--- src/rtl/edge_pipe_seq.sv ---
// Frame sequencer for the edge-detector pipeline: runs each kernel in turn, re-arms it with
// a one-cycle local reset, and ping-pongs the two frame buffers. Optional timeout: EDGE_SEQ_TIMEOUT_EN.
module edge_pipe_seq #(
    parameter int NUM_STAGES  = 4,
    parameter int STG_BITS    = 2,
    parameter int TIMEOUT_CYC = 65536,
    parameter int TO_BITS     = 17
) (
    input  logic                  clk,
    input  logic                  rst_n,
    input  logic                  start,
    input  logic                  abort,
    output logic                  busy,
    output logic                  frame_done,
    output logic [NUM_STAGES-1:0] stage_run,
    input  logic [NUM_STAGES-1:0] stage_done,
    output logic [NUM_STAGES-1:0] stage_rst_n,
    output logic [STG_BITS-1:0]   cur_stage,
    output logic                  src_buf_sel,
    output logic                  dst_buf_sel,
    output logic                  result_buf,
    output logic                  err
);

    typedef enum logic [2:0] {
        S_IDLE, S_ARM, S_RUN, S_NEXT, S_FIN, S_ABRT
    } state_t;

    localparam logic [STG_BITS-1:0] LAST_STG = STG_BITS'(NUM_STAGES - 1);

    state_t                r_state;
    state_t                w_nxt;
    logic [STG_BITS-1:0]   r_cur_stage;
    logic                  r_src;
    logic                  r_result;
    logic                  r_busy;
    logic                  r_frame_done;
    logic [NUM_STAGES-1:0] w_sel_oh;
    logic                  w_done;
    logic                  w_last;
    logic                  w_timeout;

    // Stage select decode from registers only, so run/reset outputs have no input paths.
    for (genvar k = 0; k < NUM_STAGES; k++) begin : g_stage
        assign w_sel_oh[k]    = (r_cur_stage == STG_BITS'(k));
        assign stage_run[k]   = (r_state == S_RUN) && w_sel_oh[k];
        assign stage_rst_n[k] = !((r_state == S_ARM) || (r_state == S_ABRT) ||
                                  ((r_state == S_NEXT) && w_sel_oh[k]));
    end

    assign w_done = |(stage_done & w_sel_oh);
    assign w_last = (r_cur_stage == LAST_STG);

`ifdef EDGE_SEQ_TIMEOUT_EN
    logic [TO_BITS-1:0] r_to_cnt;
    logic               r_err;

    assign w_timeout = (r_state == S_RUN) && !w_done &&
                       (r_to_cnt == TO_BITS'(TIMEOUT_CYC - 1));

    // Held at zero outside RUN, so it is clear on the first cycle of every stage.
    always_ff @(posedge clk or negedge rst_n) begin
        if (!rst_n) begin
            r_to_cnt <= '0;
            r_err    <= 1'b0;
        end else begin
            if (r_state != S_RUN) r_to_cnt <= '0;
            else                  r_to_cnt <= r_to_cnt + TO_BITS'(1);
            if (w_timeout) r_err <= 1'b1;
        end
    end

    assign err = r_err;
`else
    logic w_unused_to_cfg;
    assign w_unused_to_cfg = (TIMEOUT_CYC > 0) && (TO_BITS > 0);
    assign w_timeout       = 1'b0;
    assign err             = 1'b0;
`endif

    always_ff @(posedge clk or negedge rst_n) begin
        if (!rst_n) r_state <= S_IDLE;
        else        r_state <= w_nxt;
    end

    // abort outranks stage_done and start in every active state.
    always_comb begin
        w_nxt = r_state;
        case (r_state)
            S_IDLE: if (start) w_nxt = S_ARM;
            S_ARM:  w_nxt = abort ? S_ABRT : S_RUN;
            S_RUN: begin
                if (abort || w_timeout) w_nxt = S_ABRT;
                else if (w_done)        w_nxt = S_NEXT;
            end
            S_NEXT: begin
                if (abort)       w_nxt = S_ABRT;
                else if (w_last) w_nxt = S_FIN;
                else             w_nxt = S_RUN;
            end
            S_FIN:   w_nxt = abort ? S_ABRT : S_IDLE;
            S_ABRT:  w_nxt = S_IDLE;
            default: w_nxt = S_IDLE;
        endcase
    end

    always_ff @(posedge clk or negedge rst_n) begin
        if (!rst_n) begin
            r_cur_stage  <= '0;
            r_src        <= 1'b0;
            r_result     <= 1'b0;
            r_busy       <= 1'b0;
            r_frame_done <= 1'b0;
        end else begin
            r_busy       <= (w_nxt != S_IDLE);
            r_frame_done <= (w_nxt == S_FIN);
            if ((w_nxt == S_ARM) || (w_nxt == S_ABRT) ||
                ((r_state == S_FIN) && (w_nxt == S_IDLE))) begin
                r_cur_stage <= '0;
                r_src       <= 1'b0;
            end else if ((r_state == S_NEXT) && (w_nxt == S_RUN)) begin
                r_cur_stage <= r_cur_stage + STG_BITS'(1);
                r_src       <= ~r_src;
            end
            // Last stage wrote the buffer opposite the one it read.
            if ((r_state == S_NEXT) && (w_nxt == S_FIN)) r_result <= ~r_src;
        end
    end

    assign busy        = r_busy;
    assign frame_done  = r_frame_done;
    assign cur_stage   = r_cur_stage;
    assign src_buf_sel = r_src;
    assign dst_buf_sel = ~r_src;
    assign result_buf  = r_result;

endmodule

--- config.mk ---
export PLATFORM = sky130hd
export DESIGN_NAME = edge_pipe_seq
export DESIGN_NICKNAME = d
export VERILOG_FILES = /design/src/rtl/edge_pipe_seq.sv
export SDC_FILE = /design/constraint.sdc
export NUM_CORES = 1
export LEC_CHECK = 0
export CORE_MARGIN = 5
export CORE_UTILIZATION = 41
export DETAILED_ROUTE_END_ITERATION = 8
export HOLD_SLACK_MARGIN = 0.05
export PLACE_DENSITY = 0.75
export SKIP_LAST_GASP = 1
export SYNTH_ARGS = -nofsm -noshare
export SYNTH_HDL_FRONTEND = slang
export SYNTH_SLANG_ARGS = --single-unit
--- constraint.sdc ---
create_clock -name clk -period 2.4 [get_ports clk]
set_input_delay 0.6 -clock clk [delete_from_list [all_inputs] [get_ports clk]]
set_output_delay 0.6 -clock clk [all_outputs]
set_load 0.01 [all_outputs]
After elaboration in Yosys (flattened, before gate mapping)
Cells that the tools add are included.
{ "word_totals": {"reg_bits": 9, "in_bits": 8, "output_inout_bits": 16} }
{ "classes": {"addsub": 1, "n_eq_ne": 12, "muxes": 12, "bitwise_logic": 2, "reduce_logical": 28} }
{ "ops": {"columns": ["op", "n"], "rows": [
  ["3-bit two-way mux", 7],
  ["3-bit one-hot mux with 5 select lines", 1],
  ["3-bit == test, second input constant", 4],
  ["1-bit logical AND", 11],
  ["3-bit by 2-bit == test with 1-bit output, second input constant", 3],
  ["1-bit logical OR", 7],
  ["3-bit by 1-bit == test with 1-bit output, second input constant", 2],
  ["3-bit logical NOT", 2],
  ["4-bit AND", 1],
  ["2-bit == test, second input constant", 2],
  ["1-bit logical NOT", 4],
  ["2-bit two-way mux", 2],
  ["4-bit OR reduction", 1],
  ["3-bit nonzero test", 1],
  ["2-bit by 1-bit adder with 2-bit output, second input constant", 1],
  ["2-bit by 1-bit == test with 1-bit output, second input constant", 1],
  ["2-bit logical NOT", 1],
  ["1-bit two-way mux", 2],
  ["2-bit nonzero test", 1],
  ["1-bit NOT", 1]
]} }

Logic depth before layout (Yosys ltp)
{ "depth": {"ltp_word": 10, "ltp_mapped": 6, "depth_no_buf": 6} }

Worst setup path before layout
Ideal clock, no wire load.
{ "synth_timing": {"kind": "register -> register", "start": "reg r_cur_stage[0] (netlist: cur_stage[0])", "end": "reg r_result (netlist: result_buf)", "setup_ns": 0.128, "arrival_time_ns": 1.722, "t_required_ns": 2.272, "setup_slack_ns": 0.551, "stages_incl_launch_ff": 7, "path_buffers": 0, "period_less_slack_ns": 1.849, "path_cell_list": "dfrtp_1 inv_1 ha_1 a222oi_1 a21oi_1 a211oi_2 mux2_1"} }
{ "synth_via": {"elab_chain_cells": 8} }
{ "synth_lines": {"columns": ["item", "line", "rtl"], "rows": [
  ["start: declaration", "33", "logic [STG_BITS-1:0] r_cur_stage;"],
  ["start signal: assignment", "122", "r_cur_stage <= r_cur_stage + STG_BITS'(1);"],
  ["2-bit by 1-bit == test with 1-bit output (tied with other cells)", "45", "assign w_sel_oh[k] = (r_cur_stage == STG_BITS'(k));"],
  ["4-bit AND", "51", "assign w_done = |(stage_done & w_sel_oh);"],
  ["4-bit OR reduction", "51", null],
  ["3-bit two-way mux", "94", "else if (w_done) w_nxt = S_NEXT;"],
  ["3-bit two-way mux", "93", "if (abort || w_timeout) w_nxt = S_ABRT;"],
  ["3-bit one-hot mux with 5 select lines *", "89", "case (r_state)"],
  ["3-bit == test *", "126", "if ((r_state == S_NEXT) && (w_nxt == S_FIN)) r_result <= ~r_src;"],
  ["1-bit logical AND *", "126", null],
  ["end signal: assignment", "126", null],
  ["end: declaration", "35", "logic r_result;"]
]} }
Mark *: on every way between the ends. The rest lies on a longest branch, timed or not.
A chain may end at the register's enable or synchronous reset.

Worst setup path in the final report
{ "layout_timing": {"start": "reg r_cur_stage[0] (netlist: cur_stage[0])", "end": "out stage_rst_n[3]"} }
{ "layout_via": {"elab_chain_cells": 4} }
{ "layout_lines": {"columns": ["item", "line", "rtl"], "rows": [
  ["2-bit == test", "45", null],
  ["1-bit logical AND", "48", "((r_state == S_NEXT) && w_sel_oh[k]));"],
  ["1-bit logical OR", "47", "assign stage_rst_n[k] = !((r_state == S_ARM) || (r_state == S_ABRT) ||"],
  ["1-bit logical NOT", "47", null],
  ["end: declaration", "17", "output logic [NUM_STAGES-1:0] stage_rst_n,"]
]} }
Every way passes these cells.

==> metrics.md <==
| Metric | Value |
|---|---|
| Die Y | between 40 and 50 microns |
| Setup slack after layout | roughly 0.11 ns |
| CTS tree | built |
| Largest net degree at the start of global routing | 13 |
| Vias in the first global route | roughly 540 |
| Seq/Total Area, Yosys | 0.3822 |
| Worst min-delay path class | reg2reg |
| RR Startpoint | cur_stage[0]$_DFFE_PN0P_ |
| Area occupied by multi-input gates | about 300 sq um |
| Worst vdd ir | 0.5137 mV |
| Crit. End Element | output pin |
| Initial antenna violation count | 0 |
| Htree depth | 1 |
| Global-route wire length before repair | about 2300 microns |
| Area growth from synthesis to layout | 45.65% |
| Clk sinks | 9 |
| Fillers | 124 |
| DR vias/cell | a little over 5 |
| Clock Skew | 0.004009 ns |
| Io pins | 24 |
| Standby leakage power | around 0.37 nW |
| Gr busiest metal | met2 |
| Outcome | finished clean |
| GR Overflow Total | 0 |
| DRT Pass-1 Iters | 4 |
| Die W | between 40 and 50 microns |
| WL final | ~1400 microns |
| RD Place Congestion | about 0.76 |
| Req. time, crit path | ~1.8 ns |
| Iteration-0 DRC Markers | 13 |
| Final Hold Fails | 0 |
| Final setup TNS | 0 ns |
| FF/Latch Area | ~230 sq um |
| Util after Layout | 0.6435 |
| Nets | 108 |
| GRT Util Overall | 0.1449 |
| Clock transition at path regs | ~0.06 ns |
| GR Util met1 | 0.1659 |
| Core ar. | about 1300 sq um |
| Yosys warns | 0 |
| CP arrival | 1.69 ns |
| Hold_sp | result_buf$_DFFE_PN0P_ |
| N_diodes | 0 |
| Final ANT Viol Nets | 0 |
| Hpwl dp | 1108 microns |
| Initial Util | 0.4418 |
| Rows | 13 |
| CP startpoint | cur_stage[0]$_DFFE_PN0P_ |
| PD cells | between 1000 and 1500 nW/um^2 |
| Largest cells by area after synthesis | dfrtp_1, ha_1, nor2_1 |
| Root Buffer Master | clkbuf_4 |
| Average size of a mapped cell | 8.419 sq um |
| Post-synth top area share | 0.3822 |
| Post-Place Worst Slack | 0.1020 ns |
| Slew Limit Fails | 0 |
| Peak fanout along the critical path | 5 |
| RSZ-0062 raised after global routing | false |
| IO buf count | 22 |
| Startpoint type of the worst setup path | flop |
| DRC Markers | 0 |
| Fmax | 436.4 MHz |
| Net Count, Synth | 82 |
| Clk_lat worst skew | between 0.2 and 0.3 ns |
| Fin Hold WS | slightly below 0.5 ns |
| Die area | approximately 2300 sq um |
| Period utilization | 0.9548 |
| Post-Syn Area | 589.3 sq um |
| GRT met3 Usage | 0.04887 |
| Cell accounting for the most synthesized area | dfrtp_1 |
| Fraction of layout cells with a size suffix above 1 | 0.1263 |
| Number of synthesized register bits | 9 |
| Setup violators final | 0 |
| Clock buffer depth | 2 |
| Number of distinct library cells after synthesis | 24 |
| Max cap viols | 0 |
| Setup CP Type | reg2out |
| CTS buffer count | 3 |
| Total number of vias | ~570 |
| DR WL/cell | 12.75 microns |
| Syn Inst Count | 70 |
| Grt met2 use | 0.2507 |
| Fin crit period | ~2.3 ns |
## synthesized netlist by cell type (all sizes together)
master,n
and4b,1
o21ai,6
buf,5
mux2,1
o21bai,1
a21oi,3
nor3b,1
a211oi,1
nand3b,2
o211ai,1
a222oi,1
nor2,11
a21o,1
dfrtp,9
ha,4
nand3,3
conb,1
xnor2,2
inv,8
mux2i,1
nand2,7
## report_power, final
| part | internal (mW) | switching [mW] |
|---|---|---|
| Sequential | 0.210 | 0.0498 |
| Combinational | 0.266 | 0.257 |
| Clock | 0.0637 | 0.0472 |
## worst max-delay path: stages, from the launching register on
cell and delay [ns]:
dfrtp_2 0.44, ha_1 0.26, inv_1 0.08, o21ai_1 0.06
nand2_1 0.07, clkdlybuf4s50_1 0.53
## path summary, 6_finish.rpt
check	cells after the start	endpoint	slack (ns)
max in group asynchronous	1	r_state[1]$_DFF_PN0_	1.46
worst min-delay path	1	result_buf$_DFFE_PN0P_	0.49
min in group asynchronous	1	frame_done$_DFF_PN0_	0.64
worst min register to register	1	result_buf$_DFFE_PN0P_	0.49
worst max-delay path	5	stage_rst_n[3]	0.11
worst max register to register	6	result_buf$_DFFE_PN0P_	0.47
## per-stage QoR
step	std cells	total power, mW	area (sq um)
final	110	0.8939	858.3
after global routing	110	0.9672	858.3
after CTS	109	0.8946	845.8
after detailed placement	105	0.7795	819.5
after global placement	105	0.7704	819.5
after floorplan	70	0.5495	589.3
## logic make-up (layout without fill, tap and decap cells)
kind of cell / after synthesis / count (layout) / share of synthesized area
compound gates: 14 / 14 / 0.1529
xor+xnor: 2 / 2 / 0.02973
fa+ha+maj: 4 / 4 / 0.08493
buf+inv: 13 / 38 / 0.1040
flops: 9 / 9 / 0.3822
mux: 2 / 2 / 0.03609
other cells: 1 / 1 / 0.006363
simple gates: 25 / 25 / 0.2038
## cells in the final DEF (no fill, tap or decap), types with 2 or more instances in the layout
cell type,count
o21ai_1,4
ha_1,4
inv_1,8
o21ai_0,2
dfrtp_1,7
clkdlybuf4s50_1,22
nand2_1,7
nand3b_1,2
dfrtp_2,2
clkbuf_4,3
a21oi_1,3
xnor2_1,2
nand3_1,3
buf_4,4
nor2_1,10
## registers in the layout, indices dropped and copies added, names as in the netlist
signal	flops
busy	1
cur_stage	2
result_buf	1
frame_done	1
src_buf_sel	1
r_state	3
## what timing repair did
action                     4_1_cts  5_1_grt
resized for setup                0        3
hold buffers                     0        0
setup endpoints to repair        0        8
buffers inserted                 0        1
## area by class of cell
type,instances,area share
sequential,9,0.2653
inverter,8,0.03499
timing repair buffer,26,0.2915
multi-input combinational,48,0.3557
tap,15,0.02187
clock buffer,4,0.03061
## per-layer routing
layer | vias up | share of wire
li1 | 276 | -
met4 | 0 | 0
met2 | 26 | 0.46
met5 | - | 0
met1 | 269 | 0.43
met3 | 0 | 0.10
No activity file was read; power rests on OpenSTA's default activity.
